File: config.mk
export PLATFORM = sky130hd
export DESIGN_NAME = word_32_bit_uart_tx
export DESIGN_NICKNAME = d
export VERILOG_FILES = /design/src/rtl/word_32_bit_uart_tx.sv
export SDC_FILE = /design/constraint.sdc
export NUM_CORES = 1
export LEC_CHECK = 0
export ABC_CLOCK_PERIOD_IN_PS = 2800
export CAP_MARGIN = 20
export CORE_MARGIN = 3
export CORE_UTILIZATION = 50
export CTS_CLUSTER_SIZE = 10
export DETAILED_ROUTE_END_ITERATION = 6
export PLACE_DENSITY_LB_ADDON = 0.3
export SYNTH_ARGS = -nofsm -noshare
export SYNTH_HDL_FRONTEND = slang
export SYNTH_SLANG_ARGS = --single-unit
File: constraint.sdc
create_clock -name clk -period 2.8 [get_ports clk]
set_input_delay 0.28 -clock clk [delete_from_list [all_inputs] [get_ports clk]]
set_output_delay 0.28 -clock clk [all_outputs]
set_load 0.01 [all_outputs]
File: src/rtl/word_32_bit_uart_tx.sv
// word_32_bit_uart_tx
// Debug-link transmitter: sends a 32-bit word as four tagged byte pairs
// (tag 0x01..0x04 followed by the data byte, low byte first) or a single
// command as tag 0x00 followed by the command byte, all as 8N1 UART frames
// with a configurable number of idle bit periods after every byte.
module word_32_bit_uart_tx #(
  parameter int CLKS_PER_BIT = 868,
  parameter int IDLE_BITS    = 1
) (
  input  logic        clk,
  input  logic        reset,
  input  logic [31:0] tx_word,
  input  logic        tx_cmd,
  input  logic        start,
  output logic        busy,
  output logic        done,
  output logic        tx
);

  localparam int TW = $clog2(CLKS_PER_BIT);
  localparam int GW = (IDLE_BITS > 1) ? $clog2(IDLE_BITS) : 1;
  localparam logic [TW-1:0] T_LAST = TW'(CLKS_PER_BIT - 1);
  localparam logic [GW-1:0] G_LAST = GW'((IDLE_BITS > 0) ? IDLE_BITS - 1 : 0);

  typedef enum logic [2:0] {
    S_IDLE,
    S_START,
    S_DATA,
    S_STOP,
    S_GAP,
    S_DONE
  } state_t;

  state_t          state;
  logic [TW-1:0]   timer;
  logic [2:0]      bit_cnt;
  logic [2:0]      byte_idx;
  logic [GW-1:0]   gap_cnt;
  logic [31:0]     word_q;
  logic            cmd_q;
  logic [7:0]      shift;

  logic            period_end;
  logic            byte_end;
  logic            last_byte;

  // Byte k of a frame: tags on even slots, data on odd slots (word mode),
  // or a 0x00 tag followed by the command byte (command mode).
  function automatic logic [7:0] byte_for(input logic [2:0] k,
                                          input logic cmd,
                                          input logic [31:0] w);
    logic [7:0] b;
    if (cmd)
      b = (k == 3'd0) ? 8'h00 : w[7:0];
    else if (!k[0])
      b = {6'd0, k[2:1]} + 8'd1;
    else
      b = w[{k[2:1], 3'b000} +: 8];
    return b;
  endfunction

  // Detects the final cycle of a bit period and of a complete byte slot.
  always_comb begin
    period_end = (timer == T_LAST);
    byte_end   = 1'b0;
    if (period_end) begin
      if (state == S_STOP && IDLE_BITS == 0)
        byte_end = 1'b1;
      else if (state == S_GAP && gap_cnt == G_LAST)
        byte_end = 1'b1;
    end
    last_byte = cmd_q ? (byte_idx == 3'd1) : (byte_idx == 3'd7);
  end

  // Frame sequencer, bit timer and serializer with registered outputs.
  always_ff @(posedge clk) begin
    if (reset) begin
      state    <= S_IDLE;
      timer    <= '0;
      bit_cnt  <= '0;
      byte_idx <= '0;
      gap_cnt  <= '0;
      word_q   <= '0;
      cmd_q    <= 1'b0;
      shift    <= '0;
      busy     <= 1'b0;
      done     <= 1'b0;
      tx       <= 1'b1;
    end else begin
      done <= 1'b0;
      case (state)
        S_IDLE, S_DONE: begin
          if (start) begin
            word_q   <= tx_word;
            cmd_q    <= tx_cmd;
            byte_idx <= 3'd0;
            shift    <= byte_for(3'd0, tx_cmd, tx_word);
            timer    <= '0;
            bit_cnt  <= '0;
            tx       <= 1'b0;
            busy     <= 1'b1;
            state    <= S_START;
          end else begin
            state <= S_IDLE;
          end
        end
        S_START: begin
          if (period_end) begin
            timer <= '0;
            tx    <= shift[0];
            state <= S_DATA;
          end else begin
            timer <= timer + 1'b1;
          end
        end
        S_DATA: begin
          if (period_end) begin
            timer <= '0;
            if (bit_cnt == 3'd7) begin
              bit_cnt <= '0;
              tx      <= 1'b1;
              state   <= S_STOP;
            end else begin
              bit_cnt <= bit_cnt + 1'b1;
              shift   <= shift >> 1;
              tx      <= shift[1];
            end
          end else begin
            timer <= timer + 1'b1;
          end
        end
        S_STOP: begin
          if (period_end) begin
            timer   <= '0;
            gap_cnt <= '0;
            state   <= S_GAP;
          end else begin
            timer <= timer + 1'b1;
          end
        end
        S_GAP: begin
          if (period_end) begin
            timer   <= '0;
            gap_cnt <= gap_cnt + 1'b1;
          end else begin
            timer <= timer + 1'b1;
          end
        end
        default: state <= S_IDLE;
      endcase

      if (byte_end) begin
        gap_cnt <= '0;
        if (last_byte) begin
          busy  <= 1'b0;
          done  <= 1'b1;
          state <= S_DONE;
        end else begin
          byte_idx <= byte_idx + 3'd1;
          shift    <= byte_for(byte_idx + 3'd1, cmd_q, word_q);
          tx       <= 1'b0;
          state    <= S_START;
        end
      end
    end
  end

endmodule

After elaboration in Yosys (flattened, before gate mapping)
Cells that the tools add are included.
{ "classes": {"bitwise": 2, "shift": 1, "mux": 47, "n_reduce_logical": 15, "eq_ne": 18, "n_addsub": 5} }
{ "op_table": {"columns": ["operator", "n"], "rows": [
  ["$mux W8", 8],
  ["$mux W3", 13],
  ["$shiftx A32 B6 Y8", 1],
  ["$mux W10", 2],
  ["$pmux W10 S2", 1],
  ["$mux W1", 18],
  ["$pmux W8 S2", 1],
  ["$pmux W3 S5", 1],
  ["$eq A3 B3 Y1 const B", 4],
  ["$ne A3 B3 Y1 const B", 4],
  ["$add A10 B1 Y10 const B", 1],
  ["$eq A10 B10 Y1 const B", 1],
  ["$ne A2 B2 Y1 const B", 5],
  ["$add A3 B1 Y3 const B", 2],
  ["$eq A3 B1 Y1 const B", 2],
  ["$eq A3 B2 Y1 const B", 2],
  ["$logic_not A3 Y1", 2],
  ["$pmux W3 S2", 1],
  ["$reduce_and A3 Y1", 2],
  ["$reduce_bool A2 Y1", 3],
  ["$reduce_or A2 Y1", 3],
  ["$reduce_and A5 Y1", 1],
  ["$reduce_and A2 Y1", 2],
  ["$reduce_or A4 Y1", 1],
  ["other kinds (6)", 7]
]} }
{ "totals": {"regBits": 64, "wordCells": 99, "output_inout_bits": 3} }

Logic depth before layout (Yosys ltp)
Gate-level depths: netlist of run 1.
{ "logic_depth": {"word_depth": 6, "depth_mapped": 8, "depth_no_buf": 7} }

Worst setup path before layout of run 1
OpenSTA, ideal clock, no wires.
{ "synth_timing": {"kind": "reg-to-reg", "start": "register timer[0]", "end": "register byte_idx[2]", "arrival_ns": 2.147, "n_path_buf": 1, "path_stages_with_launch": 8, "slack_ns": 0.588, "required_time_ns": 2.735, "setup_ns": 0.065, "period_less_slack_ns": 2.212, "path_cell_list": "dfxtp_1 > ha_1 > or3b_1 > or4_1 > buf_2 > nor3b_1 > mux2_2 > nor2_1"} }
{ "synth_between": {"elab_chain_cells": 3} }
{ "synth_lines": {"columns": ["item", "line", "rtl"], "rows": [
  ["start: declaration", "35", "logic [TW-1:0] timer;"],
  ["start signal: assignment", "113", "timer <= timer + 1'b1;"],
  ["start signal: assignment", "129", "timer <= timer + 1'b1;"],
  ["start signal: assignment", "138", "timer <= timer + 1'b1;"],
  ["$eq A10 B10 Y1", "64", "period_end = (timer == T_LAST);"],
  ["$mux W1", "66", "if (period_end) begin"],
  ["$mux W3", "152", "if (byte_end) begin"],
  ["end signal: assignment", "159", "byte_idx <= byte_idx + 3'd1;"],
  ["end: declaration", "37", "logic [2:0] byte_idx;"]
]} }
Every way passes these cells.
A chain may end at the register's enable or synchronous reset.

Final worst setup path of run 1
Same ends and word-level chain as after synthesis.

==> qor.csv, run 1 <==
metric;value;unit
die width;85.8;µm
DPL Wire Length;4.90;mm
crit path kind;flip-flop to flip-flop;
core area;6030;µm²
pwr dens;736;nW/µm²
RSZ-0062 raised after global routing;no;
Required @ worst endpoint;3.09;ns
max-slew violation count;0;
VDD IR max;0.000413;V
# IOs;39;
pin count of the biggest net entering global routing;48;
Worst Setup End Kind;flip-flop;
Die Ht;85.8;µm
die area;7350;µm²
critical path arrival;2.68;ns
H-tree depth;3;
number of fillers in the final layout;546;
sequential share of the synthesized area;0.403;
worst reg2reg path depth;6;
Layout Nets;455;
Num CTS Buffers;9;
IO Port Bufs;38;
Resize count post-CTS;0;
FMAX;418;MHz
cell breakdown of the critical path;ha_1 > or3b_1 > or4_1 > nor3b_1 > mux2_2 > nor2_1;
clock-pin transition on the worst setup and hold timing paths;0.07;ns
YS warnings;0;
number of diodes;0;
Core Util, Final;0.636;
final number of hold-violating endpoints;0;
total track usage;0.201;
Min Hold Slack;0.228;ns
GRT overflow;0;
post-route insts no fill;493;
vias per cell;5.64;
Setup Buffers After CTS;0;
# setup viols final;0;
WL final;7.00;mm
Post-synth ARST share;0;
DRC errors left;0;
Clk Latency, worst-skew pair;0.35;ns
first-pass GRT wire length;11.8;mm
critical path peak fanout;7;
total negative slack for setup checks;0;ns
CP peak stage delay;0.62;ns
most frequent cells in the layout;nand2_1, dfxtp_1, a21oi_1, clkdlybuf4s50_1, nor2_1;
Most used DFF post-synth;dfxtp_1;
hold_buf cts;0;
number of clock sinks;64;
worst-margin pin slew;0.596;ns
Mapped Cells;379;
initial antenna violation count;0;
num rows;28;
synth-to-layout area growth;20.4;%
commonest non-fill, non-tap cell in the layout;nand2_1;
number of synthesized register bits;64;
GPL Wtd Cong;0.868;
worst hold path type;input port to flip-flop;
CTS tree;done;
static leakage;1.37;nW
Placed Cells incl. Taps;477;
drt initial violations;112;
Critical-path top delay cell;or4_1;
CP endpoint;byte_idx[2];
Syn Area/Cell;8.39;µm²
root buf cell;clkbuf_8;
Tcrit/Tclk final;0.854;
Crit Reg-Reg Startpoint;timer[0];
maxcap violations;0;
vias in the first global route;2609;
DRT Pass-1 Iters;4;
CTS max path bufs;2;
share of layout cells above drive strength 1;0.108;
R2R setup slack;0.41;ns
Antenna Nets Post-Route;0;
Initial Utilization;0.528;
Crit. Startpoint;timer[0];
Post-synth EDFFs;0;
CP Launch Type;flip-flop;
Avg WL per Cell;14.2;µm
distinct cell type count after synthesis;58;
Synthesized Nets;421;
worst reg2reg endpoint;byte_idx[2];
clock skew;0.00536;ns
vias after detailed routing;2781;
status;finished clean;
fin crit period;2.39;ns
worst rel slew slack;0.599;
Post-Syn Area;3180;µm²
[synth_stat cells, drive strengths merged, types with 3 or more instances]
master	instances	area share
o21ai	4	0.0063
a21oi	59	0.093
o21a	3	0.0071
nand2b	3	0.0083
a221oi	6	0.022
nand2	86	0.10
nor4	5	0.0098
nor3	10	0.016
inv	6	0.0071
ha	6	0.024
a22oi	3	0.0071
a211oi	3	0.0071
nor2	23	0.027
mux4	8	0.057
nand3	6	0.0094
xor2	6	0.019
nand4	4	0.0079
buf	6	0.013
clkbuf	18	0.021
nand3b	3	0.0071
nor2b	3	0.0059
xnor2	7	0.019
dfxtp	64	0.40
[metrics by stage]
stage	cell area (µm²)	total power, mW	setup slack [ns]
global placement	3610	1.93	0.475
floorplan	3180	1.73	0.588
CTS	3830	2.84	0.412
finish	3830	2.82	0.408
detailed placement	3610	1.96	0.444
global route	3830	2.99	0.270
[how the worst min path moves through the flow]
stage                           start         end  slack, ns  depth (start not counted)
after global routing            reset  bit_cnt[0]       0.23                          2
after global placement     word_q[14]  word_q[14]       0.44                          2
final                           reset  bit_cnt[0]       0.23                          2
after detailed placement   word_q[29]  word_q[29]       0.45                          2
after CTS                       reset  bit_cnt[0]       0.22                          2
after floorplan           tx_word[10]  word_q[10]       0.42                          2
[critical path, delay by kind of cell, from the launching register on]
family / cells / cell delay [ns]
adder cells (fa/ha/maj): 1 / 0.23
flip-flops: 1 / 0.37
multiplexers: 1 / 0.36
AND/OR/NAND/NOR: 4 / 1.37
[power by group]
part / internal, mW / total, mW / switching [mW] / leakage [nW]
combinational: 0.324 / 0.786 / 0.461 / 0.736
clock: 0.520 / 0.878 / 0.358 / 0.112
sequential: 1.05 / 1.16 / 0.105 / 0.522
[final cells by class]
type / instances / area (µm²) / share of cell area
Sequential cell: 64 / 1280 / 0.335
Inverter: 6 / 22.5 / 0.00588
Tap cell: 75 / 93.8 / 0.0245
Clock inverter: 6 / 82.6 / 0.0216
Clock buffer: 10 / 138 / 0.0359
Timing Repair Buffer: 47 / 443 / 0.116
Multi-Input combinational cell: 285 / 1770 / 0.462
[kinds of logic (layout without fill, tap and decap cells)]
| kind of cell | count (synthesis) | count (layout) | share of synthesized area |
|---|---|---|---|
| flip-flops | 64 | 64 | 0.403 |
| XOR/XNOR | 13 | 13 | 0.0382 |
| buffers and inverters | 30 | 69 | 0.0409 |
| multiplexers | 10 | 10 | 0.0633 |
| AND/OR/NAND/NOR | 163 | 163 | 0.242 |
| adder cells (fa/ha/maj) | 6 | 6 | 0.0236 |
| AO/OA/AOI/OAI | 93 | 93 | 0.189 |
[state kept, by name, summed over array words and instances (netlist names), 3 cells and up]
| name | flops |
|---|---|
| word_q | 32 |
| timer | 10 |
| shift | 8 |
| bit_cnt | 3 |
| byte_idx | 3 |
| state | 3 |
[metal layers]
| layer | wire (µm) | GRT usage | share of wire | vias up |
|---|---|---|---|---|
| li1 | - | - | - | 1417 |
| met5 | 0 | 0 | 0 | - |
| met2 | 3370 | 0.333 | 0.48 | 73 |
| met1 | 3140 | 0.242 | 0.45 | 1275 |
| met4 | 161 | 0.0993 | 0.023 | 0 |
| met3 | 321 | 0.0509 | 0.046 | 16 |
Note: power is estimated with default switching activity, not from simulation.
==> run 2, diff against run 1 <==
--- a/config.mk
+++ b/config.mk
@@ -5,7 +5,7 @@
 export SDC_FILE = /design/constraint.sdc
 export NUM_CORES = 1
 export LEC_CHECK = 0
-export ABC_CLOCK_PERIOD_IN_PS = 2800
+export ABC_CLOCK_PERIOD_IN_PS = 2200
 export CAP_MARGIN = 20
 export CORE_MARGIN = 3
 export CORE_UTILIZATION = 50
==> constraint.sdc (replaced) <==
create_clock -name clk -period 2.2 [get_ports clk]
set_input_delay 0.22 -clock clk [delete_from_list [all_inputs] [get_ports clk]]
set_output_delay 0.22 -clock clk [all_outputs]
set_load 0.01 [all_outputs]
==> run 2 against run 1 <==
  * Critical path depth unchanged
  * Via count up 0.65%
  * Flip-flop and latch count unchanged
  * Sequential power up 25%
  * Clock power up 2.8%
  * Global-route usage about the same
  * Die area unchanged
  * Maximum frequency up 14%
  * Sequential share of layout area down 0.44 points
  * Register-to-register slack worse by 0.30 ns
  * Non-clock buffer count up 10
  * Critical endpoint is now shift[6]
  * Largest power group unchanged
==> qor.csv, run 2 (same netlist as run 1, synthesis figures left out) <==
metric;value;unit
status;finished clean;
VDD IR max;0.000511;V
DRC errors left;0;
Critical-path top delay cell;or4_4;
Core Util, Final;0.645;
critical path peak fanout;8;
Num CTS Buffers;9;
drt initial violations;183;
worst hold path type;input port to flip-flop;
die width;85.8;µm
hold_buf cts;0;
Largest Register;word_q;
total track usage;0.201;
Die Ht;85.8;µm
DPL Wire Length;4.95;mm
Crit Reg-Reg Startpoint;timer[0];
GPL Wtd Cong;0.840;
pwr dens;882;nW/µm²
die area;7350;µm²
initial antenna violation count;0;
first-pass GRT wire length;11.9;mm
IO Port Bufs;38;
Tcrit/Tclk final;0.952;
Antenna Nets Post-Route;0;
area of the multi-input gates;1780;µm²
root buf cell;clkbuf_8;
Setup Buffers After CTS;0;
CP peak stage delay;0.54;ns
crit path kind;flip-flop to flip-flop;
# setup viols final;0;
RSZ-0062 raised after global routing;no;
Required @ worst endpoint;2.41;ns
static leakage;1.40;nW
WL final;7.05;mm
max reg flops;32;
pin count of the biggest net entering global routing;35;
Crit. Startpoint;timer[0];
critical path arrival;2.30;ns
H-tree depth;3;
worst reg2reg endpoint;shift[6];
vias per cell;5.56;
number of diodes;0;
maxcap violations;0;
Worst Hold End;bit_cnt[0];
worst reg2reg path depth;6;
vias in the first global route;2700;
Placed Area;3710;µm²
DRT Pass-1 Iters;4;
R2R setup slack;0.10;ns
commonest non-fill, non-tap cell in the layout;nand2_1;
final number of hold-violating endpoints;0;
Avg WL per Cell;14.0;µm
most frequent cells in the layout;nand2_1, dfxtp_1, a21oi_1, clkdlybuf4s50_1, nor2_1;
Layout Nets;465;
Initial Utilization;0.528;
Placed Cells incl. Taps;487;
total negative slack for setup checks;0;ns
cell breakdown of the critical path;ha_2 > or3b_4 > or4_4 > nand2b_4 > a221oi_1 > nor3_1;
vias after detailed routing;2799;
core area;6030;µm²
clock skew;0.0115;ns
CTS tree;done;
final instance area;3880;µm²
post-route insts no fill;503;
HP Start;reset;
register area;1280;µm²
fin crit period;2.10;ns
share of layout cells above drive strength 1;0.143;
clock-pin transition on the worst setup and hold timing paths;0.07;ns
Worst Hold Depth;2;
CTS max path bufs;2;
Clk Latency, worst-skew pair;0.35;ns
FMAX;477;MHz
synth-to-layout area growth;22.1;%
worst rel slew slack;0.628;
number of fillers in the final layout;523;
number of clock sinks;64;
Worst Setup End Kind;flip-flop;
Largest regs;word_q (32), timer (10), shift (8);
CP Launch Type;flip-flop;
GRT overflow;0;
max-slew violation count;0;
worst-margin pin slew;0.556;ns
num rows;28;
# IOs;39;
[run 2: changes by cell type in the layout (fill, tap and decap cells not counted), sizes merged]
cell      change
buf          +10
bufinv        -2
clkbuf        -1
clkinv        +1
clkinvlp      +1
inv           +1
[run 2: repair_timing]
item / 4_1_cts / 5_1_grt
hold endpoints to repair: 0 / 0
setup endpoints to repair: 0 / 8
gates resized for setup: 0 / 3
[run 2: per-layer routing]
metal	routed length (µm)	GRT usage	up-vias
li1	-	-	1427
met1	3220	0.249	1287
met2	3380	0.327	71
met3	282	0.0346	14
met4	163	0.122	0
met5	0	0	-
[run 2: worst max-delay path by stage]
stage,end,slack [ns],cells after the start
after floorplan,shift[4],0.01,8
after global placement,byte_idx[2],0.05,6
after detailed placement,shift[6],0.01,6
after CTS,shift[6],0.001,6
after global routing,shift[5],0.0007,6
final,shift[6],0.10,6
[run 2: final cells by class]
| cell class | instances | share of cell area |
|---|---|---|
| clock buffer | 9 | 0.0319 |
| tap | 75 | 0.0242 |
| clock inverter | 7 | 0.0122 |
| inverter | 6 | 0.00580 |
| multi-input combinational | 285 | 0.459 |
| sequential | 64 | 0.330 |
| timing repair buffer | 57 | 0.137 |
[run 2: worst max-delay path, delay by kind of cell (launching register included)]
| kind | cells | cell delay, ns |
|---|---|---|
| AND/OR/NAND/NOR | 4 | 1.23 |
| flip-flops | 1 | 0.34 |
| AO/OA/AOI/OAI | 1 | 0.23 |
| adder cells (fa/ha/maj) | 1 | 0.17 |
[run 2: through the flow]
stage	hold WS [ns]	total power [mW]	setup WS (ns)
5_1_grt	0.360	3.63	0.000670
2_1_floorplan	0.356	2.21	0.0123
6_report	0.327	3.43	0.105
4_1_cts	0.320	3.43	0.00133
3_5_place_dp	0.448	2.54	0.0150
3_3_place_gp	0.441	2.51	0.0457
[run 2: where the power goes]
group | leakage, nW | internal [mW] | switching [mW]
clock network | 0.0854 | 0.408 | 0.496
registers | 0.523 | 1.34 | 0.110
logic | 0.791 | 0.454 | 0.622
==> run 3, diff against run 2 <==
--- a/config.mk
+++ b/config.mk
@@ -12,6 +12,7 @@
 export CTS_CLUSTER_SIZE = 10
 export DETAILED_ROUTE_END_ITERATION = 6
 export PLACE_DENSITY_LB_ADDON = 0.3
+export RECOVER_POWER = 25
 export SYNTH_ARGS = -nofsm -noshare
 export SYNTH_HDL_FRONTEND = slang
 export SYNTH_SLANG_ARGS = --single-unit
==> run 3 against run 2 <==
  * Via count rose by 0.93%
  * Count of clock-buffer cells in the layout did not move
  * Die area did not move
  * Largest cell class unchanged
  * Register-to-register slack barely moved
  * Clock skew barely moved
  * Maximum frequency barely moved
  * First-iteration DRC count fell by 17%
  * Sequential power barely moved
  * Largest power group unchanged
  * Critical endpoint unchanged
  * Global-route usage did not move
  * Non-clock buffer count did not move
  * Final area fell by 0.13%
==> qor.csv, run 3 (same netlist as run 1, synthesis figures left out) <==
metric;value;unit
status;finished clean;
commonest non-fill, non-tap cell in the layout;nand2_1;
critical path arrival;2.30;ns
Setup Buffers After CTS;0;
register area;1280;µm²
Largest Register;word_q;
HP Start;reset;
Core Util, Final;0.644;
die area;7350;µm²
RSZ-0062 raised after global routing;no;
Crit path max-delay family;simple AND/OR/NAND/NOR gates;
critical path peak fanout;8;
drt initial violations;151;
clock-pin transition on the worst setup and hold timing paths;0.07;ns
most frequent cells in the layout;nand2_1, dfxtp_1, a21oi_1, clkdlybuf4s50_1, nor2_1;
Int Pwr;2.18;mW
maxcap violations;0;
Crit Reg-Reg Startpoint;timer[0];
Tcrit/Tclk final;0.953;
CTS max path bufs;2;
Gate power share;0.311;
WL final;7.06;mm
initial antenna violation count;0;
Num CTS Buffers;9;
GPL Wtd Cong;0.840;
DRT Pass-1 Iters;4;
synth-to-layout area growth;22.0;%
final instance area;3880;µm²
total negative slack for setup checks;0;ns
first-pass GRT wire length;11.9;mm
Required @ worst endpoint;2.41;ns
Critical-path top delay cell;or4_4;
core area;6030;µm²
CTS tree;done;
fin crit period;2.10;ns
Initial Utilization;0.528;
static leakage;1.40;nW
worst hold path type;input port to flip-flop;
pin count of the biggest net entering global routing;35;
Antenna Nets Post-Route;0;
VDD IR max;0.000506;V
IO Port Bufs;38;
die width;85.8;µm
hold_buf cts;0;
cell breakdown of the critical path;ha_2 > or3b_4 > or4_4 > nand2b_4 > a221oi_1 > nor3_1;
num rows;28;
worst-margin pin slew;0.622;ns
number of fillers in the final layout;525;
Largest regs;word_q (32), timer (10), shift (8);
Avg WL per Cell;14.0;µm
Bufs and invs on worst path;0;
number of diodes;0;
number of clock sinks;64;
Clk Latency, worst-skew pair;0.35;ns
final number of hold-violating endpoints;0;
Placed Area;3710;µm²
FMAX;477;MHz
max reg flops;32;
total track usage;0.201;
vias in the first global route;2700;
worst rel slew slack;0.585;
# IOs;39;
clock skew;0.0114;ns
GRT overflow;0;
vias per cell;5.62;
Sw Ratio;0.360;
part of the power in registers;0.424;
Resize count post-CTS;0;
root buf cell;clkbuf_8;
Layout Nets;465;
Min Hold Slack;0.327;ns
crit path kind;flip-flop to flip-flop;
DRC errors left;0;
CP peak stage delay;0.53;ns
cell depth of the worst setup path;6;
Worst Hold End;bit_cnt[0];
DPL Wire Length;4.95;mm
vias after detailed routing;2825;
# setup viols final;0;
Worst Setup End Kind;flip-flop;
area of the multi-input gates;1780;µm²
pwr dens;879;nW/µm²
R2R setup slack;0.10;ns
H-tree depth;3;
Worst Hold Depth;2;
worst reg2reg path depth;6;
Final WS setup;0.103;ns
clock share of power;0.265;
worst reg2reg endpoint;shift[6];
Die Ht;85.8;µm
share of layout cells above drive strength 1;0.143;
Sw Pwr;1.23;mW
max-slew violation count;0;
CP Launch Type;flip-flop;
pre-CTS WS;0.0150;ns
run 3: cell types whose count changed in the layout (fill, tap and decap cells not counted), sizes merged:
cell,before,now
clkbuf,9,11
dlygate4sd3,0,3
buf,20,18
clkdlybuf4s50,37,34
run 3: worst max-delay path by stage:
| stage | end | slack, ns | startpoint |
|---|---|---|---|
| final | shift[6] | 0.10 | timer[0] |
| after global routing | shift[5] | 0.0007 | byte_idx[0] |
| after CTS | shift[6] | 0.001 | timer[1] |
| after detailed placement | shift[6] | 0.01 | timer[1] |
| after global placement | byte_idx[2] | 0.05 | timer[1] |
| after floorplan | shift[4] | 0.01 | timer[0] |
run 3: per-layer routing:
layer	GRT usage	vias up	part of all wire
met5	0	-	0
met4	0.122	0	0.023
met3	0.0346	14	0.034
met2	0.327	70	0.48
met1	0.249	1312	0.46
li1	-	1429	-
run 3: area by class of cell:
class,count,area share
multi-input combinational,285,0.460
sequential,64,0.331
timing repair buffer,57,0.135
clock buffer,9,0.0319
tap,75,0.0242
clock inverter,7,0.0123
inverter,6,0.00580
run 3: stage by stage:
step	total power, mW	cells
detailed placement	2.54	487
global placement	2.51	487
floorplan	2.21	379
global route	3.61	503
finish	3.41	503
CTS	3.43	503
run 3: worst register-to-register path: stages, from the launching register on:
cell,delay (ns)
dfxtp_1,0.34
ha_2,0.17
or3b_4,0.39
or4_4,0.54
nand2b_4,0.22
a221oi_1,0.24
nor3_1,0.08
run 3: power by group through the flow:
stage / combinational [mW] / sequential [mW] / clock [mW]
after global routing: 1.19 / 1.46 / 0.967
after detailed placement: 1.07 / 1.47 / 0
after CTS: 1.08 / 1.44 / 0.914
after floorplan: 0.757 / 1.45 / 0
final: 1.06 / 1.45 / 0.902
after global placement: 1.05 / 1.46 / 0
==> variant (flow settings as in run 3) <==
Set the parameter `CLKS_PER_BIT` to 434 (it was 868).
--- a/src/rtl/word_32_bit_uart_tx.sv
+++ b/src/rtl/word_32_bit_uart_tx.sv
@@ -4,7 +4,7 @@
 // command as tag 0x00 followed by the command byte, all as 8N1 UART frames
 // with a configurable number of idle bit periods after every byte.
 module word_32_bit_uart_tx #(
-  parameter int CLKS_PER_BIT = 868,
+  parameter int CLKS_PER_BIT = 434,
   parameter int IDLE_BITS    = 1
 ) (
   input  logic        clk,
Behaviour: no difference found for any inputs over 10 cycles, from zero or initial values and one cycle with reset high; that may be too few to reach the edited logic, so the function may still have changed.
==> variant against run 3 <==
Synthesized cell count shrank 9.5%. Non-clock buffer count is 1 higher. Worst hold slack worse by 0.10 ns. Routed wire length up 0.89%. Synthesized area fell by 5.6%. Worst setup slack better by 0.037 ns. Largest cell class unchanged. Cell area fell by 2.8%. Sequential cell count fell by 1.
Power is not compared: it rests on default switching activity, and its combinational part moved more than twofold at a synthesized area within 25%.
==> variant: results (changes against run 3) <==
[cells_and_area]
reg_top3 = word_q x32, timer x9, shift x8
buffers = 58  ; +1.8%
fill_cells = 447  ; -15%
inverters = 5  ; -1
multi_input_area_share = 0.439  ; -0.0209
nets = 436  ; -6.2%
nMultiInputCombCells = 256  ; -10%
nFlopsAndLatches = 63  ; -1.6%
nonClkBufAreaFrac = 0.137  ; +0.00192
clkCellAreaFrac = 0.0604  ; +0.0162
drive_above_1_share = 0.151  ; +0.00823

[worst_hold_path]
min_to = byte_idx[0]$_SDFF_PP0_

[timing]
relSlewSlack = 0.617  ; +0.0311

[yosys]
synthDistinctLibCells = 56  ; -3.4%
synth_nets = 386  ; -8.3%
yosysSeqAreaShare = 0.420  ; +0.0172
synthTopCellsByArea = dfxtp_1 42%, nand2_1 9.9%, a21oi_1 7.3%
synth_common_cells = 79 x nand2_1, 63 x dfxtp_1, 44 x a21oi_1

[placement]
place_area_um2 = 3540  ; -4.6%

[detailed_routing]
vias = 2703  ; -4.3%
wl_met3_um = 286  ; +19%
met2_length_mm = 3.53  ; +3.9%
post_drt_wl_per_cell_um = 15.2  ; +8.0%

[setup_path]
r2r_end = shift[3]$_SDFF_PP0_
r2r_start = timer[2]$_SDFFE_PP0P_

[run_status]
status = finished, final reports clean

[power]
fin_total_pwr_uw = 2670

[global_routing]
grt_first_pass_wirelength_mm = 12.2  ; +2.1%
use_met2 = 0.359  ; +0.0316
grt_pass1_vias = 2640  ; -2.2%

[variant: cell types whose count changed after synthesis, moves of 4 or more]
cell and change:
nand2_1 -7, o21ai_0 +5, nor4_1 -5, xnor2_1 -5
a221oi_1 +9, nor2_1 -5, a21oi_1 -15, nor2b_1 +4
[variant: cell families after synthesis]
| logic type | synth area share |
|---|---|
| compound gates | 0.187 |
| xor+xnor | 0.0288 |
| fa+ha+maj | 0.0292 |
| buf+inv | 0.0333 |
| flops | 0.420 |
| mux | 0.0671 |
| simple gates | 0.235 |
[variant: worst max-delay path, stage by stage (launching register included)]
cell	delay [ns]
dfxtp_1	0.36
or4b_4	0.62
nor2_4	0.12
nand3_1	0.27
buf_4	0.27
a221oi_1	0.22
nor3_1	0.07
[variant: metrics by stage]
step,std cells,hold WS (ns),setup WS (ns),util
after floorplan,343,0.356,0.133,-
after global placement,454,0.445,0.219,0.627
after detailed placement,454,0.448,0.151,0.627
after CTS,470,0.218,0.134,0.667
after global routing,470,0.224,0.0607,0.668
final,470,0.225,0.140,0.668
